### config.mk
export PLATFORM = sky130hd
export DESIGN_NAME = m_unit_dispatch
export DESIGN_NICKNAME = d
export VERILOG_FILES = /design/src/rtl/m_unit_dispatch_pkg.sv /design/src/rtl/m_dispatch_fifo.sv /design/src/rtl/m_unit_dispatch.sv
export SDC_FILE = /design/constraint.sdc
export NUM_CORES = 1
export LEC_CHECK = 0
export ABC_AREA = 1
export CORE_MARGIN = 2
export CORE_UTILIZATION = 57
export CTS_BUF_LIST = sky130_fd_sc_hd__clkbuf_4
export DETAILED_ROUTE_END_ITERATION = 8
export PLACE_DENSITY = 0.91
export SETUP_SLACK_MARGIN = 0.4
export SYNTH_ARGS = -nofsm -noshare
export SYNTH_HDL_FRONTEND = slang
export SYNTH_SLANG_ARGS = --single-unit
### constraint.sdc
create_clock -name clk -period 8.3 [get_ports clk]
set_clock_uncertainty 0.15 [all_clocks]
set_input_delay 1.66 -clock clk [delete_from_list [all_inputs] [get_ports clk]]
set_output_delay 1.66 -clock clk [all_outputs]
set_load 0.01 [all_outputs]
### src/rtl/m_unit_dispatch_pkg.sv
// Shared M-extension definitions: encoding constants, funct3 names,
// dispatcher state encoding and the buffered operation record.
package m_unit_dispatch_pkg;

    localparam logic [6:0] OPCODE_OP     = 7'h33;
    localparam logic [6:0] FUNCT7_MULDIV = 7'h01;

    typedef enum logic [2:0] {
        F3_MUL    = 3'd0,
        F3_MULH   = 3'd1,
        F3_MULHSU = 3'd2,
        F3_MULHU  = 3'd3,
        F3_DIV    = 3'd4,
        F3_DIVU   = 3'd5,
        F3_REM    = 3'd6,
        F3_REMU   = 3'd7
    } m_func3_e;

    typedef enum logic [1:0] {
        IDLE,
        ISSUE,
        WAIT,
        WB
    } dispatch_state_e;

    typedef struct packed {
        logic [31:0] instr;
        logic [31:0] rs1;
        logic [31:0] rs2;
    } m_op_t;

    // True when the word is an RV32M register-register instruction.
    function automatic logic is_m_op(input logic [31:0] word);
        return (word[6:0] == OPCODE_OP) && (word[31:25] == FUNCT7_MULDIV);
    endfunction

endpackage

### src/rtl/m_dispatch_fifo.sv
// Small synchronous FIFO. Pointers carry one extra wrap bit so that
// full and empty can be told apart without a separate counter.
module m_dispatch_fifo #(
    parameter int DEPTH = 2,
    parameter int WIDTH = 96
) (
    input  logic             clk,
    input  logic             rst_n,
    input  logic             push,
    input  logic [WIDTH-1:0] push_data,
    input  logic             pop,
    output logic [WIDTH-1:0] pop_data,
    output logic             full,
    output logic             empty
);

    localparam int AW = $clog2(DEPTH);

    logic [WIDTH-1:0] mem [DEPTH];
    logic [AW:0]      wr_ptr;
    logic [AW:0]      rd_ptr;

    assign empty    = (wr_ptr == rd_ptr);
    assign full     = (wr_ptr[AW] != rd_ptr[AW]) && (wr_ptr[AW-1:0] == rd_ptr[AW-1:0]);
    assign pop_data = mem[rd_ptr[AW-1:0]];

    // Pointer advance; writes into a full FIFO and reads from an empty one are ignored.
    always_ff @(posedge clk or negedge rst_n) begin
        if (!rst_n) begin
            wr_ptr <= '0;
            rd_ptr <= '0;
        end else begin
            if (push && !full) begin
                wr_ptr <= wr_ptr + (AW+1)'(1);
            end
            if (pop && !empty) begin
                rd_ptr <= rd_ptr + (AW+1)'(1);
            end
        end
    end

    // Storage array; contents need no reset because empty masks them.
    always_ff @(posedge clk) begin
        if (push && !full) begin
            mem[wr_ptr[AW-1:0]] <= push_data;
        end
    end

endmodule

### src/rtl/m_unit_dispatch.sv
// Issue stage in front of the M unit: filters RV32M words from the core,
// queues them in order, issues one at a time and forwards each result to
// the register-file writeback port.
module m_unit_dispatch
    import m_unit_dispatch_pkg::*;
#(
    parameter int DEPTH   = 2,
    parameter int TIMEOUT = 64
) (
    input  logic        clk,
    input  logic        resetn,
    input  logic        in_valid,
    output logic        in_ready,
    input  logic [31:0] in_instruction,
    input  logic [31:0] in_rs1,
    input  logic [31:0] in_rs2,
    output logic        illegal,
    output logic        m_valid,
    output logic [31:0] m_instruction,
    output logic [31:0] m_rs1,
    output logic [31:0] m_rs2,
    input  logic        m_busy,
    input  logic        m_ready,
    input  logic [31:0] m_rd,
    output logic        wb_valid,
    output logic [4:0]  wb_idx,
    output logic [31:0] wb_data,
    input  logic        wb_ready,
    output logic        timeout,
    output logic        idle
);

    localparam int CW = $clog2(TIMEOUT + 1);

    dispatch_state_e state;
    dispatch_state_e state_next;

    m_op_t   push_op;
    m_op_t   head_op;
    m_op_t   issue_op;
    logic    accept;
    logic    fifo_push;
    logic    fifo_pop;
    logic    fifo_full;
    logic    fifo_empty;
    logic    load_issue;
    logic    capture;
    logic    expire;
    logic    illegal_q;
    logic    timeout_q;
    logic [CW-1:0] wait_cnt;
    logic [4:0]    wb_idx_q;
    logic [31:0]   wb_data_q;

    assign in_ready  = !fifo_full;
    assign accept    = in_valid && in_ready;
    assign fifo_push = accept && is_m_op(in_instruction);
    assign push_op   = {in_instruction, in_rs1, in_rs2};

    m_dispatch_fifo #(
        .DEPTH (DEPTH),
        .WIDTH ($bits(m_op_t))
    ) u_fifo (
        .clk       (clk),
        .rst_n     (resetn),
        .push      (fifo_push),
        .push_data (push_op),
        .pop       (fifo_pop),
        .pop_data  (head_op),
        .full      (fifo_full),
        .empty     (fifo_empty)
    );

    // Next-state and control strobes; the head is copied into the issue
    // register on the way into ISSUE and popped during ISSUE, so the FIFO
    // stays full (and in_ready low) through the issue cycle.
    always_comb begin
        state_next = state;
        load_issue = 1'b0;
        fifo_pop   = 1'b0;
        capture    = 1'b0;
        expire     = 1'b0;
        case (state)
            IDLE: begin
                if (!fifo_empty && !m_busy) begin
                    load_issue = 1'b1;
                    state_next = ISSUE;
                end
            end
            ISSUE: begin
                fifo_pop   = 1'b1;
                state_next = WAIT;
            end
            WAIT: begin
                if (m_ready) begin
                    capture    = 1'b1;
                    state_next = (issue_op.instr[11:7] != 5'd0) ? WB : IDLE;
                end else if (wait_cnt == CW'(TIMEOUT - 1)) begin
                    expire     = 1'b1;
                    state_next = IDLE;
                end
            end
            WB: begin
                if (wb_ready) begin
                    state_next = IDLE;
                end
            end
            default: state_next = IDLE;
        endcase
    end

    // State register.
    always_ff @(posedge clk or negedge resetn) begin
        if (!resetn) begin
            state <= IDLE;
        end else begin
            state <= state_next;
        end
    end

    // Issue register holding the operation presented to the M unit.
    always_ff @(posedge clk or negedge resetn) begin
        if (!resetn) begin
            issue_op <= '0;
        end else if (load_issue) begin
            issue_op <= head_op;
        end
    end

    // Counts WAIT cycles of the outstanding operation; cleared whenever WAIT is left.
    always_ff @(posedge clk or negedge resetn) begin
        if (!resetn) begin
            wait_cnt <= '0;
        end else if (state == WAIT && state_next == WAIT) begin
            wait_cnt <= wait_cnt + CW'(1);
        end else begin
            wait_cnt <= '0;
        end
    end

    // Writeback payload, captured once and held until the register file accepts it.
    always_ff @(posedge clk or negedge resetn) begin
        if (!resetn) begin
            wb_idx_q  <= '0;
            wb_data_q <= '0;
        end else if (capture) begin
            wb_idx_q  <= issue_op.instr[11:7];
            wb_data_q <= m_rd;
        end
    end

    // Single-cycle event pulses, reported the cycle after the event.
    always_ff @(posedge clk or negedge resetn) begin
        if (!resetn) begin
            illegal_q <= 1'b0;
            timeout_q <= 1'b0;
        end else begin
            illegal_q <= accept && !is_m_op(in_instruction);
            timeout_q <= expire;
        end
    end

    assign illegal       = illegal_q;
    assign timeout       = timeout_q;
    assign m_valid       = (state == ISSUE);
    assign m_instruction = issue_op.instr;
    assign m_rs1         = issue_op.rs1;
    assign m_rs2         = issue_op.rs2;
    assign wb_valid      = (state == WB);
    assign wb_idx        = wb_idx_q;
    assign wb_data       = wb_data_q;
    assign idle          = (state == IDLE) && fifo_empty;

endmodule

After elaboration in Yosys (flattened, before gate mapping)
Memory sizes are Yosys's and may differ from the RTL's. A register that Yosys moved wholly into a read port is not among the register bits.
Cells that the tools add are included.
- add/sub/neg operators: 3
- equality and inequality tests: 10
- mux-type cells: 17
- reduce and logical (&&, ||, !) cells: 17
- operators by type and width (kind ; number):
    7-bit by 6-bit == test with 1-bit output (second input constant) ; 2
    1-bit logical AND ; 10
    1-bit two-way mux ; 10
    2-bit two-way mux ; 5
    2-bit one-hot mux with 4 select lines ; 1
    7-bit by 1-bit adder with 7-bit output (second input constant) ; 1
    7-bit by 1-bit == test with 1-bit output (second input constant) ; 1
    7-bit two-way mux ; 1
    2-bit == test (second input constant) ; 3
    1-bit logical NOT ; 5
    5-bit nonzero test ; 1
    2-bit by 1-bit adder with 2-bit output (second input constant) ; 2
    2-bit by 1-bit == test with 1-bit output (second input constant) ; 1
    2-bit == test ; 1
    2-bit logical NOT ; 1
    1-bit == test ; 1
    1-bit inequality test ; 1
- register bits: 52
- memory bits (writable): 192
- input bits: 134
- memories: 1
- memory list (memory ; words ; bits a word ; read ports ; clocked after memory_dff ; wr ports ; RTL line ; text):
    u_fifo.mem ; 2 ; 96 ; 1 ; 1 ; 1 ; m_dispatch_fifo.sv:19 ; logic [WIDTH-1:0] mem [DEPTH];

Longest topological paths before layout
Gate-level depths: netlist of run 1.
- depth in word-level cells: 8
- gate-level depth with buffers: 10
- mapped depth without buffers: 10

Cells and area by module
Synthesis of run 1 repeated with hierarchy kept, for this count alone.
- cell total of the unflattened synthesis: 978
- area, all modules: 12917.4 sq um
- by module, submodules not included (module ; instances ; cells an instance ; area an instance (sq um) ; seq. area each (sq um)):
    m_dispatch_fifo ; 1 ; 542 ; 7250.7 ; 5865.6
    m_unit_dispatch ; 1 ; 436 ; 5666.7 ; 3603.5

Least setup slack after synthesis of run 1
Ideal clock, no wire load.
- path type: in2reg
- start point: input port in_instruction[3]
- end point: memory u_fifo.mem[0][0] (enable)
- library setup time: 0.551 ns
- arrival time: 6.139 ns
- required time: 7.599 ns
- slack: 1.460 ns
- stages on the path: 5
- buffers on the path: 0
- cells stage by stage: nor2_1 -> nand4_1 -> nor2_1 -> nand2_1 -> nor2_1
- cells in the longest elaborated chain, start to end: 6
- RTL lines (item ; RTL line ; text):
    start: declaration ; m_unit_dispatch.sv:14 ; input logic [31:0] in_instruction,
    7-bit by 6-bit == test with 1-bit output ; m_unit_dispatch_pkg.sv:34 ; return (word[6:0] == OPCODE_OP) && (word[31:25] == FUNCT7_MULDIV);
    1-bit logical AND ; m_unit_dispatch_pkg.sv:34 ;
    1-bit logical AND ; m_unit_dispatch.sv:57 ; assign fifo_push = accept && is_m_op(in_instruction);
    1-bit logical AND ; m_dispatch_fifo.sv:44 ; if (push && !full) begin
    1-bit two-way mux ; m_dispatch_fifo.sv:44 ;
    1-bit two-way mux (not written as such) ; m_dispatch_fifo.sv:45 ; mem[wr_ptr[AW-1:0]] <= push_data;
    end: declaration ; m_dispatch_fifo.sv:19 ;
No other way between the ends.

Worst setup path in the final report of run 1
- start point: register u_fifo.rd_ptr[0]
- end point: output port idle
- cells in the longest elaborated chain, start to end: 2
- RTL lines (item ; RTL line ; text):
    start: declaration ; m_dispatch_fifo.sv:21 ; logic [AW:0] rd_ptr;
    start signal: assignment ; m_dispatch_fifo.sv:37 ; rd_ptr <= rd_ptr + (AW+1)'(1);
    2-bit == test ; m_dispatch_fifo.sv:23 ; assign empty = (wr_ptr == rd_ptr);
    1-bit logical AND ; m_unit_dispatch.sv:172 ; assign idle = (state == IDLE) && fifo_empty;
    end: declaration ; m_unit_dispatch.sv:30 ; output logic idle
No other way between the ends.

==> flow_metrics.tcl, run 1 <==
set metrics [dict create \
    status "finished clean" \
    stdcell_area_sq_um 17210 \
    min_period_over_period 0.6398 \
    max_freq_mhz 188.3 \
    core_sq_um 22780 \
    remaining_drc_errors 0 \
    syn_avg_cell_area_sq_um 12.01 \
    gp_congestion 0.7605 \
    fin_util 0.7557 \
    grt_pass1_vias 9290 \
    synth-main-ff-cell "edfxtp_1" \
    yosys_warnings 0 \
    endpoint_kind "output pin" \
    worst_skew_pair.late_latency_ns 0.65 \
    synth_cells 1107 \
    grt_pass1_wl_um 46050 \
    synthTopCellsByArea "edfxtp_1 (43%), dfrtp_1 (28%), nand2_1 (12%), o21ai_2 (5.7%), inv_1 (3.1%)" \
    cts_setup_buffers 0 \
    worst_setup_path_start_kind "register" \
    vias_per_cell 5.026 \
    required_ns 6.49 \
    dr_wl_met2_um 15090 \
    wire_per_inst_um 16.48 \
    hold_buffers 0 \
    slew_headroom 0.2350 \
    grt-ovfl-total 0 \
    synth_top_area_share 0.4337 \
    synth-async-reset-ratio 0.4353 \
    dr_wl_met3_um 2631 \
    finalSetupTns_ns 0 \
    firstDrtPassIters 5 \
    drt_wl_total_um 29690 \
    crit_slowest_cell "inv_4" \
    cts_tree "done" \
    numClockSinks 340 \
    ys_ff_latch 340 \
    path_class "register to output pin" \
    cp-endpoint "idle" \
    layout.cells.non_filler 1802 \
    wl_met1_um 11430 \
    slowest_delay_ns 0.95 \
    reg2reg_depth 9 \
    clockBufferDepth 3 \
    cp_cell_sequence "inv_4 -> nand2_1 -> nand2_1 -> nand2_2 -> nor2_1 -> clkdlybuf4s50_1" \
    min_period_ns 5.310 \
    synth.distinct_cells 26 \
    path_buf_inv 2 \
    rsz0062_at_grt "no" \
    die_y_um 156.7 \
    num-fill-cells 1383 \
    cts-root-buf "clkbuf_4" \
    startpoint "u_fifo.rd_ptr[0]" \
    path_common_cell "nand2_1" \
    grt_usage 0.2430 \
    power.density_nw_per_um2 303.9 \
    top_layer "met4" \
    portBuffers 272 \
    grt_max_degree 193 \
    hold_class "register to register" \
    antenna_found_initial 2 \
    r2r_slack_ns 3.45 \
    worst_pin_slew_ns 1.147 \
    die_area_sq_um 24560 \
    die_x_um 156.7 \
    placed_area_sq_um 16130 \
    syn_area_sq_um 13290 \
    drv_cap 0 \
    cp_num_cells 6 \
    cts_resized 0 \
    path_max_fanout 99 \
    vdd_ir_drop_max_mv 0.1916 \
    p_leak_nw 7.322 \
    drt_iter0_markers 706 \
    yosysSeqAreaShare 0.7123 \
    rows 55 \
    numCtsBuffers 82 \
    ioPinCount 273 \
    htree_levels 3 \
    nets 1557 \
    place_inst 1651 \
    critPathTopFamily "buffers and inverters" \
    finalHoldViolCount 0 \
    clk_pin_slew_ns 0.06 \
    r2r_start "u_fifo.rd_ptr[0]" \
    layout-drive-gt1-share 0.1775 \
    synth_fp_nets 1242 \
    area_growth_pct 29.49 \
    synth-edff-count 192 \
    drv_slew 0 \
    num_vias 9056 \
    start_util 0.5836 \
    r2r-end "u_fifo.mem[0][30]" \
    synth_area_leader_cell "edfxtp_1" \
    setup_viol 0 \
    cp.arrival_ns 3.50 \
    ant_nets 0 \
    dpl.hpwl_um 18670 \
]
## routing by layer
metal	vias up	global-route usage
li1	4260	-
met1	4343	0.2930
met2	406	0.4121
met3	47	0.07699
met4	0	0.08912
met5	-	0
## area by class of cell
type                            instances  area (sq um)  area share
Timing Repair Buffer                  277          2774      0.1611
Multi-Input combinational cell        610          3070      0.1784
Clock buffer                          130         975.9     0.05669
Clock inverter                         19         105.1    0.006106
Inverter                              111         419.2     0.02435
Sequential cell                       340          9473      0.5503
Tap cell                              313         391.6     0.02275
Antenna cell                            2         5.005   0.0002907
## flip-flops by register name (all words and copies together) (netlist names)
register,count
timeout,1
illegal,1
m_rs2,32
wb_idx,5
state,2
m_instruction,32
u_fifo.wr_ptr,2
m_rs1,32
u_fifo.mem,192
u_fifo.rd_ptr,2
wb_data,32
wait_cnt,7
## placed cells by master (no fill, tap or decap), types with 16 or more instances in the layout
cell,instances
edfxtp_1,192
clkinv_1,16
nand2_1,415
o21ai_0,18
inv_1,109
dfrtp_1,147
o21ai_2,86
nor2_1,34
clkdlybuf4s50_1,271
mux2_2,32
clkbuf_4,130
## kinds of logic (layout without fill, tap and decap cells)
group,after synthesis,count (layout),synth area share
simple gates,465,465,0.1334
xor+xnor,7,7,0.004612
buf+inv,157,537,0.05788
mux,32,32,0.02711
flops,340,340,0.7123
compound gates,105,105,0.06381
other cells,0,2,0
fa+ha+maj,1,1,0.0009410
## how the worst min path moves through the flow
stage | to | from | cells past startpoint | slack [ns]
final | wait_cnt[0] | wait_cnt[0] | 1 | 0.31
after detailed placement | wait_cnt[0] | wait_cnt[0] | 1 | 0.31
after CTS | wait_cnt[0] | wait_cnt[0] | 1 | 0.32
after global placement | wait_cnt[0] | wait_cnt[0] | 1 | 0.30
after floorplan | wait_cnt[0] | wait_cnt[0] | 1 | 0.28
after global routing | wb_idx[3] | wb_idx[3] | 2 | 0.37
## metrics by stage
step	hold slack, ns	setup WS, ns	power [mW]
floorplan	0.2829	1.460	3.049
global placement	0.2952	3.380	3.828
detailed placement	0.3117	3.191	3.894
CTS	0.3199	2.841	5.287
global route	0.3660	2.683	5.524
finish	0.3133	2.990	5.232
## report_power, final
part           switching, mW  internal [mW]
Combinational          0.702          0.849
Clock                  0.632          0.742
Sequential             0.222           2.09
Total                   1.56           3.68
## cell usage after synthesis, types with 2 or more instances
| library cell | number |
|---|---|
| nand3_1 | 7 |
| dfrtp_1 | 148 |
| edfxtp_1 | 192 |
| mux2_2 | 32 |
| buf_2 | 10 |
| xor2_1 | 5 |
| nand4_1 | 2 |
| o21ai_2 | 86 |
| nand2_1 | 415 |
| nor2_1 | 36 |
| clkbuf_1 | 14 |
| xnor2_1 | 2 |
| buf_6 | 19 |
| o21ai_0 | 18 |
| buf_8 | 2 |
| inv_1 | 109 |
Power figures use the tool's default switching activity.
==> run 2: changes to the inputs <==
--- a/config.mk
+++ b/config.mk
@@ -7,10 +7,10 @@
 export LEC_CHECK = 0
 export ABC_AREA = 1
 export CORE_MARGIN = 2
-export CORE_UTILIZATION = 57
+export CORE_UTILIZATION = 53
 export CTS_BUF_LIST = sky130_fd_sc_hd__clkbuf_4
 export DETAILED_ROUTE_END_ITERATION = 8
-export PLACE_DENSITY = 0.91
+export PLACE_DENSITY = 0.85
 export SETUP_SLACK_MARGIN = 0.4
 export SYNTH_ARGS = -nofsm -noshare
 export SYNTH_HDL_FRONTEND = slang
==> constraint.sdc (replaced) <==
create_clock -name clk -period 4.9 [get_ports clk]
set_clock_uncertainty 0.15 [all_clocks]
set_input_delay 0.98 -clock clk [delete_from_list [all_inputs] [get_ports clk]]
set_output_delay 0.98 -clock clk [all_outputs]
set_load 0.01 [all_outputs]
==> run 2 against run 1 <==
  * Hold slack lost 0.039 ns
  * Power grew 68%
  * Worst setup slack lost 1.7 ns
  * Critical path type unchanged
  * Largest power group unchanged
==> flow_metrics.tcl, run 2 (synthesis gave the netlist of run 1 again) <==
set metrics [dict create \
    status "finished clean" \
    rsz0062_at_grt "no" \
    pwr-share-comb 0.301 \
    crit_slowest_cell "dfrtp_4" \
    antenna_found_initial 1 \
    portBuffers 272 \
    wire_per_inst_um 15.84 \
    r2r_start "u_fifo.rd_ptr[0]" \
    cts_tree "done" \
    setup_ws_ns 1.327 \
    dpl.hpwl_um 18200 \
    drt_iter0_markers 676 \
    setup_viol 0 \
    area_growth_pct 29.93 \
    start_util 0.5435 \
    p_sw_mw 2.643 \
    clk_pin_slew_ns 0.08 \
    cts-root-buf "clkbuf_4" \
    max_freq_mhz 279.9 \
    worst_setup_path_start_kind "register" \
    path_max_fanout 49 \
    seqPwrFrac 0.441 \
    startpoint "u_fifo.rd_ptr[0]" \
    swShare 0.3007 \
    htree_levels 3 \
    r2r-end "u_fifo.mem[1][25]" \
    drv_slew 0 \
    rows 57 \
    internal_power_mw 6.144 \
    hold_class "primary input to asynchronous set/reset pin" \
    die_area_sq_um 26370 \
    grt_pass1_wl_um 46540 \
    cp_cell_sequence "nand2_1 -> nand2_1 -> nand2_2 -> nor2_1 -> clkdlybuf4s50_1" \
    reg2reg_depth 9 \
    path_common_cell "nand2_1" \
    power.density_nw_per_um2 508.7 \
    layout_commonest_cell "nand2_1" \
    layout-drive-gt1-share 0.1795 \
    required_ns 3.77 \
    drv_cap 0 \
    numCtsBuffers 84 \
    r2r_slack_ns 2.20 \
    drt_wl_total_um 28850 \
    die_y_um 162.4 \
    post-place-ws_ns 1.576 \
    worst_pin_slew_ns 1.114 \
    endpoint_kind "output pin" \
    firstDrtPassIters 5 \
    vdd_ir_drop_max_mv 0.2722 \
    worst_skew_pair.late_latency_ns 0.68 \
    largest_reg_flops 192 \
    cts_setup_buffers 0 \
    grt-ovfl-total 0 \
    slew_headroom 0.2574 \
    clockBufferDepth 3 \
    finalHoldViolCount 0 \
    min_period_over_period 0.7292 \
    finalSetupTns_ns 0 \
    min_period_ns 3.573 \
    ioPinCount 273 \
    grt_pass1_vias 9284 \
    grt_max_degree 101 \
    p_total_mw 8.787 \
    vias_per_cell 4.914 \
    nets 1563 \
    slowest_delay_ns 0.79 \
    core_sq_um 24460 \
    ant_nets 0 \
    final_cell_mix "nand2_1 (415), clkdlybuf4s50_1 (271), edfxtp_1 (192)" \
    cts_resized 0 \
    path_class "register to output pin" \
    power_frac_clock 0.258 \
    die_x_um 162.4 \
    num_vias 8949 \
    p_leak_nw 7.332 \
    numClockSinks 340 \
    remaining_drc_errors 0 \
    gp_congestion 0.8064 \
    cp.arrival_ns 2.44 \
    hold_buffers 0 \
    grt_usage 0.2251 \
]
[run 2: worst max-delay path, delay by kind of cell (launching register included)]
kind          cells  cell delay, ns
simple gates      4            0.44
flops             1            0.79
buf+inv           1            0.55
[run 2: through the flow]
step | utilization | cell area (sq um) | instances | hold slack (ns)
finish | 0.7061 | 17270 | 1821 | 0.2746
detailed placement | 0.6626 | 16210 | 1666 | 0.3046
floorplan | - | 13300 | 1107 | 0.2829
global placement | 0.6626 | 16210 | 1666 | 0.2942
global route | 0.7059 | 17270 | 1819 | 0.2918
CTS | 0.7057 | 17260 | 1817 | 0.2468
[run 2: metal layers]
| layer | up-vias | wire (um) | global-route usage |
|---|---|---|---|
| li1 | 4282 | - | - |
| met4 | 0 | 809 | 0.09614 |
| met1 | 4252 | 11530 | 0.2880 |
| met5 | - | 0 | 0 |
| met2 | 353 | 14160 | 0.3638 |
| met3 | 62 | 2351 | 0.06392 |
[run 2: power by group through the flow]
stage	clock (mW)	sequential [mW]	combinational, mW
floorplan	0	4.07	1.09
finish	2.27	3.88	2.65
global placement	0	3.91	2.60
global route	2.50	3.93	2.88
detailed placement	0	3.93	2.67
CTS	2.34	3.88	2.69
[run 2: cell type report]
class	count	area [sq um]
antenna	4	10.01
tap	324	405.4
sequential	340	9473
clock buffer	125	938.4
clock inverter	26	115.1
fill	1700	7189
timing repair buffer	281	2841
inverter	111	419.2
multi-input combinational	610	3070
[run 2: worst max path at each step]
stage	endpoint	depth (start not counted)
after floorplan	u_fifo.mem[1][0]	5
after CTS	idle	5
final	idle	5
after global placement	u_fifo.mem[0][30]	8
after detailed placement	u_fifo.mem[0][29]	8
after global routing	idle	5
==> run 3: changes to the inputs <==
==> constraint.sdc (replaced) <==
create_clock -name clk -period 3.45 [get_ports clk]
set_clock_uncertainty 0.15 [all_clocks]
set_input_delay 0.69 -clock clk [delete_from_list [all_inputs] [get_ports clk]]
set_output_delay 0.69 -clock clk [all_outputs]
set_load 0.01 [all_outputs]
==> run 3 against run 2 <==
  * Critical endpoint is now in_ready
  * Utilization rose by 0.83 points
  * Worst setup slack worse by 0.72 ns
  * Sequential power increased by 40%
  * Power grew 45%
  * Sequential share of layout area decreased by 0.63 points
  * Routed wire length grew 1.0%
  * Combinational power rose by 45%
  * Register-to-register slack lost 1.1 ns
==> flow_metrics.tcl, run 3 (synthesis gave the netlist of run 1 again) <==
set metrics [dict create \
    worst_setup_path_start_kind "register" \
    place_inst 1671 \
    pwr-share-comb 0.301 \
    status "finished clean" \
    power_frac_clock 0.273 \
    setup_viol 0 \
    p_total_mw 12.76 \
    layout_commonest_cell "nand2_1" \
    largest_reg_flops 192 \
    clockBufferDepth 3 \
    cts_tree "done" \
    vias_per_cell 4.905 \
    layout.cells.non_filler 1829 \
    r2r-end "u_fifo.mem[0][19]" \
    worstHoldPathCells 1 \
    grt-ovfl-total 0 \
    min_period_ns 2.846 \
    required_ns 2.61 \
    p_leak_nw 7.427 \
    vdd_ir_drop_max_mv 0.3969 \
    max_freq_mhz 351.4 \
    num-fill-cells 1658 \
    hold_path_startpoint "wait_cnt[0]" \
    worst_pin_slew_ns 1.105 \
    path_max_fanout 5 \
    area_growth_pct 31.45 \
    htree_levels 3 \
    die_area_sq_um 26370 \
    swShare 0.2957 \
    ant_nets 0 \
    cts-root-buf "clkbuf_4" \
    min_period_over_period 0.8249 \
    finalHoldViolCount 0 \
    hold-worst-slack_ns 0.3062 \
    endpoint_kind "output pin" \
    nets 1570 \
    worst_skew_pair.late_latency_ns 0.69 \
    whs_endpoint "wait_cnt[0]" \
    numClockSinks 340 \
    final_cell_mix "nand2_1 (414), clkdlybuf4s50_1 (270), edfxtp_1 (192)" \
    grt_max_degree 99 \
    clk_pin_slew_ns 0.07 \
    remaining_drc_errors 0 \
    die_y_um 162.4 \
    portBuffers 272 \
    core_sq_um 24460 \
    r2r_slack_ns 1.13 \
    internal_power_mw 8.990 \
    reg2reg_depth 9 \
    cp.arrival_ns 2.01 \
    drv_slew 0 \
    dpl.hpwl_um 18880 \
    num_vias 8972 \
    slew_headroom 0.2633 \
    rows 57 \
    finalSetupTns_ns 0 \
    drt_iter0_markers 646 \
    wire_per_inst_um 15.93 \
    layout-drive-gt1-share 0.1897 \
    r2r_start "u_fifo.wr_ptr[0]" \
    ioPinCount 273 \
    power.density_nw_per_um2 730.4 \
    grt_pass1_wl_um 46030 \
    p_sw_mw 3.774 \
    drv_cap 0 \
    seqPwrFrac 0.426 \
    numCtsBuffers 84 \
    path_class "register to output pin" \
    grt_usage 0.2232 \
    rsz0062_at_grt "no" \
    die_x_um 162.4 \
    antenna_found_initial 2 \
    firstDrtPassIters 7 \
    grt_pass1_vias 9334 \
    drt_wl_total_um 29140 \
    gp_congestion 0.7801 \
    hold_class "register to register" \
    start_util 0.5435 \
]
==> run 3: changes by cell type in the layout (fill, tap and decap cells not counted), sizes merged <==
cell	previous run	this run
buf	10	16
bufinv	0	3
clkbuf	125	127
clkdlybuf4s50	271	270
clkinv	20	19
clkinvlp	4	2
diode	4	3
dlygate4sd2	0	1
dlygate4sd3	0	1
==> run 3: repair_timing <==
item | 4_1_cts | 5_1_grt
gates resized for setup | 3 | 0
endpoints found under the hold margin | 67 | 0
setup buffers | 1 | 0
hold buffers | 1 | 0
endpoints found under the setup margin | 1 | 0
==> run 3: metrics by stage <==
step	instance area, sq um	util	setup WS, ns
3_5_place_dp	16310	0.6667	0.4538
4_1_cts	17470	0.7141	0.5359
2_1_floorplan	13330	-	0.2950
6_report	17480	0.7144	0.6042
5_1_grt	17480	0.7144	0.4358
3_3_place_gp	16310	0.6667	0.5480
==> run 3: area by class of cell <==
cell class	instances	area (sq um)	area share
diodes	3	7.507	0.0004296
clock buffers	127	953.4	0.05456
clock inverters	26	185.2	0.01060
inverters	111	419.2	0.02399
multi-input cells	610	3098	0.1773
flip-flops and latches	340	9474	0.5421
well taps	324	405.4	0.02320
repair buffers	288	2933	0.1678
==> run 3: per-layer routing <==
| metal | global-route usage | wire (um) | vias up |
|---|---|---|---|
| met1 | 0.2653 | 10920 | 4232 |
| met4 | 0.09212 | 859 | 2 |
| met2 | 0.3868 | 14890 | 382 |
| met3 | 0.06035 | 2445 | 79 |
| li1 | - | - | 4277 |
| met5 | 0 | 13 | - |
==> run 3: how the worst max path moves through the flow <==
stage / startpoint / end / slack, ns / depth (start not counted)
after floorplan: in_instruction[6] / u_fifo.mem[0][0] / 0.29 / 5
after detailed placement: in_instruction[31] / u_fifo.mem[0][25] / 0.45 / 7
final: u_fifo.wr_ptr[0] / in_ready / 0.60 / 5
after global placement: in_instruction[25] / u_fifo.mem[0][26] / 0.55 / 8
after CTS: u_fifo.wr_ptr[0] / in_ready / 0.54 / 5
after global routing: u_fifo.wr_ptr[0] / in_ready / 0.44 / 5
==> run 3: power by group through the flow <==
stage | combinational [mW] | clock [mW] | sequential [mW]
after global routing | 4.16 | 3.78 | 5.51
after floorplan | 1.56 | 0 | 5.78
after CTS | 3.90 | 3.59 | 5.45
final | 3.84 | 3.48 | 5.44
after detailed placement | 3.87 | 0 | 5.53
after global placement | 3.74 | 0 | 5.51
==> run 3: worst max-delay path, stage by stage, from the launching register on <==
cell             delay (ns)
dfrtp_2                0.44
inv_2                  0.08
nand2_1                0.07
nand2_1                0.08
nand2_1                0.14
clkdlybuf4s50_1        0.55
